==> config.mk <==
export PLATFORM = sky130hd
export DESIGN_NAME = serial_adder_seq_flat
export DESIGN_NICKNAME = d
export VERILOG_FILES = /design/src/rtl/serial_adder_seq_if.sv /design/src/rtl/serial_adder_seq.sv /design/src/flat_wrapper.sv
export SDC_FILE = /design/constraint.sdc
export NUM_CORES = 1
export LEC_CHECK = 0
export BUFFER_PORTS_ARGS = -buffer_cell sky130_fd_sc_hd__clkbuf_2
export CAP_MARGIN = 5
export CORE_MARGIN = 4
export CORE_UTILIZATION = 48
export CTS_CLUSTER_SIZE = 28
export DETAILED_ROUTE_END_ITERATION = 16
export GPL_TIMING_DRIVEN = 1
export PLACE_DENSITY = 0.74
export RECOVER_POWER = 50
export SKIP_CTS_REPAIR_TIMING = 1
export SLEW_MARGIN = 25
export SYNTH_ARGS = -nofsm -noshare
export SYNTH_HDL_FRONTEND = slang
export SYNTH_SLANG_ARGS = --single-unit
export TNS_END_PERCENT = 100
==> constraint.sdc <==
create_clock -name clk -period 1.5 [get_ports clk]
set_clock_uncertainty 0.1 [all_clocks]
set_input_delay 0.15 -clock clk [delete_from_list [all_inputs] [get_ports clk]]
set_output_delay 0.15 -clock clk [all_outputs]
set_load 0.005 [all_outputs]
==> src/rtl/serial_adder_seq_if.sv <==
// Bus between the serial adder sequencer, its requester and the external 1-bit full-adder cell.
// Optional add/subtract signals (sub, ovf) exist only when SERIAL_ADDSUB_EN is defined.
interface serial_adder_seq_if #(
    parameter int WIDTH = 8
);
    logic             start;
    logic [WIDTH-1:0] a;
    logic [WIDTH-1:0] b;
    logic             cin;
`ifdef SERIAL_ADDSUB_EN
    logic             sub;
    logic             ovf;
`endif
    logic             fa_a;
    logic             fa_b;
    logic             fa_c;
    logic             fa_s;
    logic             fa_co;
    logic             busy;
    logic             done;
    logic [WIDTH-1:0] sum;
    logic             cout;

    // Requester plus full-adder cell side.
    modport master (
        output start, a, b, cin, fa_s, fa_co,
`ifdef SERIAL_ADDSUB_EN
        output sub, input ovf,
`endif
        input  fa_a, fa_b, fa_c, busy, done, sum, cout
    );

    // Sequencer side.
    modport slave (
        input  start, a, b, cin, fa_s, fa_co,
`ifdef SERIAL_ADDSUB_EN
        input  sub, output ovf,
`endif
        output fa_a, fa_b, fa_c, busy, done, sum, cout
    );
endinterface

==> src/rtl/serial_adder_seq.sv <==
// Bit-serial add sequencer driving one external full-adder cell, LSB first, WIDTH cycles per add.
// Define SERIAL_ADDSUB_EN to add the sub input (a - b) and the signed-overflow output ovf.
module serial_adder_seq #(
    parameter int WIDTH = 8,
    parameter int CNT_W = 5
) (
    input  logic                 clk,
    input  logic                 rst_n,
    serial_adder_seq_if.slave    bus
);
    typedef enum logic [1:0] {
        IDLE  = 2'd0,
        SHIFT = 2'd1,
        DONE  = 2'd2
    } state_t;

    localparam logic [CNT_W-1:0] LAST_BIT = CNT_W'(WIDTH - 1);

    state_t           r_state;
    state_t           w_state_next;
    logic [WIDTH-1:0] r_a;
    logic [WIDTH-1:0] r_b;
    logic [WIDTH-1:0] r_sum_sh;
    logic [WIDTH-1:0] r_sum;
    logic [CNT_W-1:0] r_cnt;
    logic             r_carry;
    logic             r_cout;
    logic             r_busy;
    logic             r_done;
    logic             w_accept;
    logic             w_last;
    logic [WIDTH-1:0] w_b_in;
    logic             w_c_in;
`ifdef SERIAL_ADDSUB_EN
    logic             r_ovf;
`endif

    // Start acceptance and last-bit detection.
    always_comb begin
        w_accept = (r_state == IDLE) && bus.start;
        w_last   = (r_state == SHIFT) && (r_cnt == LAST_BIT);
    end

    // Operand B and initial carry as latched; subtraction is a + ~b + 1.
    always_comb begin
`ifdef SERIAL_ADDSUB_EN
        if (bus.sub) begin
            w_b_in = ~bus.b;
            w_c_in = 1'b1;
        end else begin
            w_b_in = bus.b;
            w_c_in = bus.cin;
        end
`else
        w_b_in = bus.b;
        w_c_in = bus.cin;
`endif
    end

    // Next-state logic.
    always_comb begin
        w_state_next = r_state;
        case (r_state)
            IDLE: begin
                if (bus.start) w_state_next = SHIFT;
                else           w_state_next = IDLE;
            end
            SHIFT: begin
                if (w_last) w_state_next = DONE;
                else        w_state_next = SHIFT;
            end
            DONE:    w_state_next = IDLE;
            default: w_state_next = IDLE;
        endcase
    end

    // State register with busy/done registered from the next state.
    always_ff @(posedge clk or negedge rst_n) begin
        if (!rst_n) begin
            r_state <= IDLE;
            r_busy  <= 1'b0;
            r_done  <= 1'b0;
        end else begin
            r_state <= w_state_next;
            r_busy  <= (w_state_next == SHIFT);
            r_done  <= (w_state_next == DONE);
        end
    end

    // Operand/result datapath; the cell's outputs are used only while shifting.
    always_ff @(posedge clk or negedge rst_n) begin
        if (!rst_n) begin
            r_a      <= {WIDTH{1'b0}};
            r_b      <= {WIDTH{1'b0}};
            r_sum_sh <= {WIDTH{1'b0}};
            r_sum    <= {WIDTH{1'b0}};
            r_cnt    <= {CNT_W{1'b0}};
            r_carry  <= 1'b0;
            r_cout   <= 1'b0;
`ifdef SERIAL_ADDSUB_EN
            r_ovf    <= 1'b0;
`endif
        end else if (w_accept) begin
            r_a      <= bus.a;
            r_b      <= w_b_in;
            r_carry  <= w_c_in;
            r_cnt    <= {CNT_W{1'b0}};
            r_sum_sh <= {WIDTH{1'b0}};
        end else if (r_state == SHIFT) begin
            r_sum_sh <= {bus.fa_s, r_sum_sh[WIDTH-1:1]};
            r_carry  <= bus.fa_co;
            r_a      <= {1'b0, r_a[WIDTH-1:1]};
            r_b      <= {1'b0, r_b[WIDTH-1:1]};
            r_cnt    <= r_cnt + CNT_W'(1);
            // Publish the result only once the MSB has been computed.
            if (w_last) begin
                r_sum  <= {bus.fa_s, r_sum_sh[WIDTH-1:1]};
                r_cout <= bus.fa_co;
`ifdef SERIAL_ADDSUB_EN
                r_ovf  <= r_carry ^ bus.fa_co;
`endif
            end
        end
    end

    assign bus.fa_a = r_a[0];
    assign bus.fa_b = r_b[0];
    assign bus.fa_c = r_carry;
    assign bus.busy = r_busy;
    assign bus.done = r_done;
    assign bus.sum  = r_sum;
    assign bus.cout = r_cout;
`ifdef SERIAL_ADDSUB_EN
    assign bus.ovf  = r_ovf;
`endif
endmodule

==> src/flat_wrapper.sv <==
// flat-port wrapper written by rule: the top's interface ports become plain ports
module serial_adder_seq_flat 
#(
    parameter int WIDTH = 8,
    parameter int CNT_W = 5
)
  (clk, rst_n, bus_start, bus_a, bus_b, bus_cin, bus_fa_s, bus_fa_co, bus_fa_a, bus_fa_b, bus_fa_c, bus_busy, bus_done, bus_sum, bus_cout);
  serial_adder_seq_if #(.WIDTH(WIDTH)) bus_i ();
  input  logic clk;
  input  logic rst_n;
  input wire logic [$bits(bus_i.start)-1:0] bus_start;
  input wire logic [$bits(bus_i.a)-1:0] bus_a;
  input wire logic [$bits(bus_i.b)-1:0] bus_b;
  input wire logic [$bits(bus_i.cin)-1:0] bus_cin;
  input wire logic [$bits(bus_i.fa_s)-1:0] bus_fa_s;
  input wire logic [$bits(bus_i.fa_co)-1:0] bus_fa_co;
  output wire logic [$bits(bus_i.fa_a)-1:0] bus_fa_a;
  output wire logic [$bits(bus_i.fa_b)-1:0] bus_fa_b;
  output wire logic [$bits(bus_i.fa_c)-1:0] bus_fa_c;
  output wire logic [$bits(bus_i.busy)-1:0] bus_busy;
  output wire logic [$bits(bus_i.done)-1:0] bus_done;
  output wire logic [$bits(bus_i.sum)-1:0] bus_sum;
  output wire logic [$bits(bus_i.cout)-1:0] bus_cout;
  assign bus_i.start = bus_start;
  assign bus_i.a = bus_a;
  assign bus_i.b = bus_b;
  assign bus_i.cin = bus_cin;
  assign bus_i.fa_s = bus_fa_s;
  assign bus_i.fa_co = bus_fa_co;
  assign bus_fa_a = bus_i.fa_a;
  assign bus_fa_b = bus_i.fa_b;
  assign bus_fa_c = bus_i.fa_c;
  assign bus_busy = bus_i.busy;
  assign bus_done = bus_i.done;
  assign bus_sum = bus_i.sum;
  assign bus_cout = bus_i.cout;
  serial_adder_seq #(.WIDTH(WIDTH), .CNT_W(CNT_W)) u_core (.clk(clk), .rst_n(rst_n), .bus(bus_i));
endmodule
==> results of run 1 <==
[cells in the mapped netlist]
cell type / count
nor2_1: 12
ha_1: 1
and4bb_1: 1
nand2_2: 1
nand4_1: 2
clkbuf_1: 3
a31oi_1: 12
o21a_1: 1
buf_2: 3
nor2b_1: 1
mux2_4: 8
or3b_1: 1
o21ai_0: 2
nand3_1: 14
mux2i_1: 2
a22oi_1: 3
buf_6: 5
nand2b_1: 1
mux2_2: 1
nor3b_1: 1
dfrtp_1: 42
buf_4: 1
inv_1: 2
o21ai_1: 1
a21oi_1: 2
nand2_1: 50
[cell usage in the layout (no fill, tap or decap), drive strengths merged, types with 2 or more instances in the layout]
cell type,instances
nand4,2
mux2,9
a31oi,12
nor2,12
o21ai,3
clkinv,2
inv,2
nand3,14
a22oi,3
dlygate4sd3,5
clkbuf,41
dfrtp,42
buf,13
nand2,51
mux2i,2
a21oi,2
[area by class of cell]
class	count	area, um^2
timing repair buffer	54	355
clock buffer	5	68.8
multi-input combinational	117	662
inverter	2	7.51
tap	48	60.1
clock inverter	3	40.0
fill	309	1420
sequential	42	1050
[critical path: stages, from the launching register on]
cell	delay [ns]
dfrtp_1	0.39
ha_2	0.19
and4bb_1	0.21
nand2_2	0.10
buf_12	0.14
mux2_4	0.30
[power by group through the flow]
| stage | Sequential, W | Clock (W) | Combinational [W] |
|---|---|---|---|
| 4_1_cts | 0.00196 | 0.000891 | 0.00188 |
| 3_3_place_gp | 0.00197 | 0 | 0.00180 |
| 2_1_floorplan | 0.00195 | 0 | 0.00123 |
| 6_report | 0.00196 | 0.000866 | 0.00185 |
| 5_1_grt | 0.00203 | 0.000941 | 0.00210 |
| 3_5_place_dp | 0.00198 | 0 | 0.00187 |
[per-stage QoR]
| stage | TNS [ns] | utilization | setup slack, ns | hold slack, ns | power (W) |
|---|---|---|---|---|---|
| 2_1_floorplan | -0.178 | - | -0.0223 | -0.246 | 0.00319 |
| 4_1_cts | -0.332 | 0.599 | -0.0468 | -0.174 | 0.00473 |
| 3_5_place_dp | -0.240 | 0.570 | -0.0376 | 0.152 | 0.00385 |
| 5_1_grt | -0.567 | 0.613 | -0.0760 | 0.00216 | 0.00507 |
| 3_3_place_gp | 0 | 0.570 | 0.00626 | 0.145 | 0.00377 |
| 6_report | -0.295 | 0.613 | -0.0420 | -0.0232 | 0.00468 |
[flip-flops by register name, summed over array words and instances, names as in the netlist]
signal / count
u_core.r_sum_sh: 7
u_core.bus.done: 1
u_core.bus.sum: 8
u_core.r_b: 8
u_core.r_state: 2
u_core.bus.cout: 1
u_core.bus.busy: 1
u_core.bus.fa_c: 1
u_core.r_cnt: 5
u_core.r_a: 8
[cell families after synthesis]
group,count (synthesis),synth area share
AO/OA/AOI/OAI,21,0.0721
adder cells (fa/ha/maj),1,0.00693
buffers and inverters,14,0.0541
flip-flops,42,0.582
multiplexers,11,0.0839
AND/OR/NAND/NOR,84,0.201
[path summary, 6_finish.rpt]
kind                                              from                            end  slack, ns  cells after the start
max reg2reg                u_core.r_cnt[1]$_DFFE_PN0P_  u_core.bus.sum[0]$_DFFE_PN0P_      -0.04                      5
min reg2reg                u_core.r_cnt[4]$_DFFE_PN0P_    u_core.r_cnt[4]$_DFFE_PN0P_       0.39                      1
min                                           bus_a[0]      u_core.r_a[0]$_DFFE_PN0P_      -0.02                      3
max                        u_core.r_cnt[1]$_DFFE_PN0P_  u_core.bus.sum[0]$_DFFE_PN0P_      -0.04                      5
min in group asynchronous                        rst_n      u_core.bus.done$_DFF_PN0_       0.40                      3
max in group asynchronous                        rst_n      u_core.r_b[7]$_DFFE_PN0P_       0.51                      3
[layer usage]
| metal | GRT usage | wire, um |
|---|---|---|
| met1 | 0.220 | 1700 |
| met2 | 0.225 | 1500 |
| met3 | 0.0391 | 180 |
| met4 | 0.0586 | 54 |
| met5 | 0 | 0 |
==> flow_metrics.env, run 1 <==
export IMPL_outcome="finished with violations"
export IMPL_violations="hold timing, setup timing"
export IMPL_synth_area_per_cell_um2=10.4
export IMPL_p_leak_nw=1.18
export IMPL_combPwrFrac=0.396
export IMPL_synth_cell_type_count=26
export IMPL_drc=0
export IMPL_grt_pass1_wl_um=6000
export IMPL_maxCapViolCount=0
export IMPL_drt_wirelength_per_cell_um=12.7
export IMPL_track_usage=0.154
export IMPL_clk_path_buf_depth=2
export IMPL_fin_crit_sh=1.03
export IMPL_postSynthCellCount=173
export IMPL_routed_wl_um=3440
export IMPL_path_class="reg -> reg"
export IMPL_setup_viol=8
export IMPL_final_hold_violation_count=2
export IMPL_cts_sinks=42
export IMPL_gp_congestion=0.768
export IMPL_syn2layout_area_growth_pct=24.3
export IMPL_core_mm2=0.00366
export IMPL_rows=22
export IMPL_critPathLaunchType="flop"
export IMPL_worstMarginPinSlew_ns=0.575
export IMPL_fp_dieW_um=69.3
export IMPL_synth_top_area_cell="dfrtp_1"
export IMPL_switchingPower_w=0.00160
export IMPL_cts_buffers=5
export IMPL_rsz0062_at_grt="yes"
export IMPL_fin_nets=245
export IMPL_die_area_mm2=0.00481
export IMPL_whs_ns=-0.0232
export IMPL_grt_max_degree=44
export IMPL_crit_required_ns=1.58
export IMPL_yosysWarnings=0
export IMPL_synth_seq_cells=42
export IMPL_max_slew_margin=0.616
export IMPL_max_freq_ghz=0.649
export IMPL_grt_pass1_vias=1324
export IMPL_initial_core_util=0.493
export IMPL_drt_pass1_iter_count=4
export IMPL_syn_num_nets=196
export IMPL_power_density_mw_per_mm2=2090
export IMPL_sw_frac_of_total=0.341
export IMPL_netlist_area_mm2=0.00181
export IMPL_num_vias=1366
export IMPL_crit_arrival_ns=1.62
export IMPL_hold_path_class="in -> reg"
export IMPL_netlist_top_cells_area="dfrtp_1 (58%), nand2_1 (10%), mux2_4 (6.7%)"
export IMPL_fin_area_mm2=0.00224
export IMPL_path_max_fanout=10
export IMPL_instances_no_fill=271
export IMPL_numPortBuffers=35
export IMPL_clkPwrFrac=0.185
export IMPL_ir_worst_vdd_mv=0.854
export IMPL_ys_seq_area_frac=0.582
export IMPL_ant_nets=0
export IMPL_setup_slack_ns=-0.0420
export IMPL_finalWorstPathRequiredPeriod_ns=1.54
export IMPL_clk_pin_slew_ns=0.08
export IMPL_placed_area_mm2=0.00209
export IMPL_cts_tree="done"
export IMPL_diodes=0
export IMPL_power_internal_w=0.00308
export IMPL_cts_htree_levels=2
export IMPL_die_h_um=69.3
export IMPL_yosys_area_top_type_share=0.582
export IMPL_dp_cells=258
export IMPL_num_io_pins=36
export IMPL_end_kind="flop"
export IMPL_dp_hpwl_um=2340
export IMPL_drv_slew=0
export IMPL_drive_gt1_frac=0.309
export IMPL_grt_overflow=0
export IMPL_drtIter0Drc=104
export IMPL_clk_latency_ns=0.29
export IMPL_seq_power_share=0.419
export IMPL_via_per_inst=5.04
export IMPL_cts_root_buf="clkbuf_8"
export IMPL_antenna_found_initial=0
(Power assumes the default switching activity.)
==> inputs of run 2 (changes only) <==
CTS_CLUSTER_SIZE = not set   (was 28)
PLACE_DENSITY = not set   (was 0.74)
PLACE_DENSITY_LB_ADDON = 0.25   (was not set)
==> run 2 against run 1 <==
  * The flow still finishes with violations (hold timing, setup timing)
  * Maximum frequency decreased by 0.47%
  * Final area decreased by 1.2%
  * Power decreased by 1.6%
  * Final cell count unchanged
  * Hold slack got worse by 0.021 ns
  * Global-route usage increased by 1.3 points
  * Sequential power about the same
  * Die area unchanged
  * Critical path depth unchanged
  * Highest routed layer unchanged
==> flow_metrics.env, run 2 (synthesis results as in run 1) <==
export IMPL_power_density_mw_per_mm2=2080
export IMPL_antenna_found_initial=0
export IMPL_cts_sinks=42
export IMPL_fin_crit_sh=1.03
export IMPL_grt_overflow=0
export IMPL_power_internal_w=0.00298
export IMPL_path_buf_inv=1
export IMPL_num_vias=1399
export IMPL_crit_arrival_ns=1.63
export IMPL_numPortBuffers=35
export IMPL_end_kind="flop"
export IMPL_whs_ns=-0.0443
export IMPL_seq_power_share=0.429
export IMPL_instances_no_fill=271
export IMPL_grt_max_degree=43
export IMPL_layout_common_cells="nand2_1 (50), dfrtp_1 (42), clkbuf_2 (35), nand3_1 (14)"
export IMPL_gp_congestion=0.737
export IMPL_p_leak_nw=1.17
export IMPL_cts_buffers=5
export IMPL_max_slew_margin=0.622
export IMPL_via_per_inst=5.16
export IMPL_num_io_pins=36
export IMPL_final_core_util=0.606
export IMPL_die_area_mm2=0.00481
export IMPL_critPathLaunchType="flop"
export IMPL_grt_pass1_vias=1431
export IMPL_critical_path_top_delay_family="flip-flops"
export IMPL_path_class="reg -> reg"
export IMPL_combPwrFrac=0.409
export IMPL_fillCellCount=304
export IMPL_routed_wl_um=3650
export IMPL_clk_latency_ns=0.29
export IMPL_max_freq_ghz=0.646
export IMPL_dp_cells=259
export IMPL_switchingPower_w=0.00163
export IMPL_final_hold_violation_count=4
export IMPL_crit_required_ns=1.58
export IMPL_setup_viol=8
export IMPL_fp_dieW_um=69.3
export IMPL_ir_worst_vdd_mv=0.931
export IMPL_grt_pass1_wl_um=6380
export IMPL_cts_tree="done"
export IMPL_clk_path_buf_depth=2
export IMPL_drt_wirelength_per_cell_um=13.5
export IMPL_outcome="finished with violations"
export IMPL_drc=0
export IMPL_path_max_fanout=10
export IMPL_cts_htree_levels=2
export IMPL_maxCapViolCount=0
export IMPL_setup_slack_ns=-0.0492
export IMPL_clkPwrFrac=0.162
export IMPL_crit_chain="ha_2 -> and4bb_1 -> nand2_2 -> buf_12 -> mux2_4"
export IMPL_core_mm2=0.00366
export IMPL_fin_nets=245
export IMPL_clk_pin_slew_ns=0.08
export IMPL_finalWorstPathRequiredPeriod_ns=1.55
export IMPL_drt_pass1_iter_count=5
export IMPL_syn2layout_area_growth_pct=22.8
export IMPL_mostFrequentLayoutCell="nand2_1"
export IMPL_dp_hpwl_um=2570
export IMPL_hold_path_class="in -> reg"
export IMPL_rsz0062_at_grt="yes"
export IMPL_die_h_um=69.3
export IMPL_cp_slowest_cell="dfrtp_1"
export IMPL_ant_nets=0
export IMPL_drtIter0Drc=52
export IMPL_power_w=0.00460
export IMPL_sw_frac_of_total=0.353
export IMPL_critPathMaxStageDelay_ns=0.39
export IMPL_cts_root_buf="clkbuf_8"
export IMPL_diodes=0
export IMPL_track_usage=0.166
export IMPL_drive_gt1_frac=0.314
export IMPL_initial_core_util=0.493
export IMPL_violations="hold timing, setup timing"
export IMPL_drv_slew=0
export IMPL_worstMarginPinSlew_ns=0.566
export IMPL_rows=22
-- run 2: cell count changes in the layout (fill, tap and decap cells not counted) --
cell,before,now
buf_6,0,2
dlygate4sd3_1,5,3
buf_12,2,1
buf_4,11,12
bufinv_16,1,0
clkbuf_1,0,1
clkbuf_8,5,6
clkinv_2,2,1
-- run 2: final timing paths --
check,startpoint,end,slack [ns],cells past startpoint
min reg2reg,u_core.r_cnt[4]$_DFFE_PN0P_,u_core.r_cnt[4]$_DFFE_PN0P_,0.38,1
min,bus_a[7],u_core.r_a[7]$_DFFE_PN0P_,-0.04,3
min in group asynchronous,rst_n,u_core.bus.cout$_DFFE_PN0P_,0.40,3
max in group asynchronous,rst_n,u_core.r_a[0]$_DFFE_PN0P_,0.52,3
max,u_core.r_cnt[1]$_DFFE_PN0P_,u_core.bus.sum[4]$_DFFE_PN0P_,-0.05,5
max reg2reg,u_core.r_cnt[1]$_DFFE_PN0P_,u_core.bus.sum[4]$_DFFE_PN0P_,-0.05,5
-- run 2: through the flow --
step	setup TNS [ns]	setup slack, ns	cell area [um^2]
floorplan	-0.178	-0.0223	1810
global placement	-0.0529	-0.00717	2080
detailed placement	-0.325	-0.0459	2080
CTS	-0.433	-0.0616	2170
global route	-0.794	-0.101	2220
finish	-0.347	-0.0492	2220
-- run 2: worst min-delay path, stage by stage --
cell      delay, ns
clkbuf_2       0.08
nand2_1        0.04
nand2_1        0.05
-- run 2: power by group through the flow --
stage	Sequential, W	Clock [W]	Combinational, W
floorplan	0.00195	0	0.00123
global placement	0.00197	0	0.00180
detailed placement	0.00199	0	0.00188
CTS	0.00198	0.000761	0.00188
global route	0.00205	0.000811	0.00211
finish	0.00198	0.000748	0.00188
-- run 2: final cells by class --
class	count	area, um^2	area share
sequential	42	1050	0.474
tap	48	60.1	0.0271
clock buffer	7	86.3	0.0389
clock inverter	1	5.00	0.00226
inverter	2	7.51	0.00339
timing repair buffer	54	345	0.156
multi-input combinational	117	662	0.299
-- run 2: per-layer routing --
layer | up-vias | share of wire | GRT usage
li1 | 675 | - | -
met1 | 681 | 0.42 | 0.196
met2 | 37 | 0.51 | 0.273
met3 | 6 | 0.053 | 0.0464
met4 | 0 | 0.017 | 0.0911
met5 | - | 0 | 0
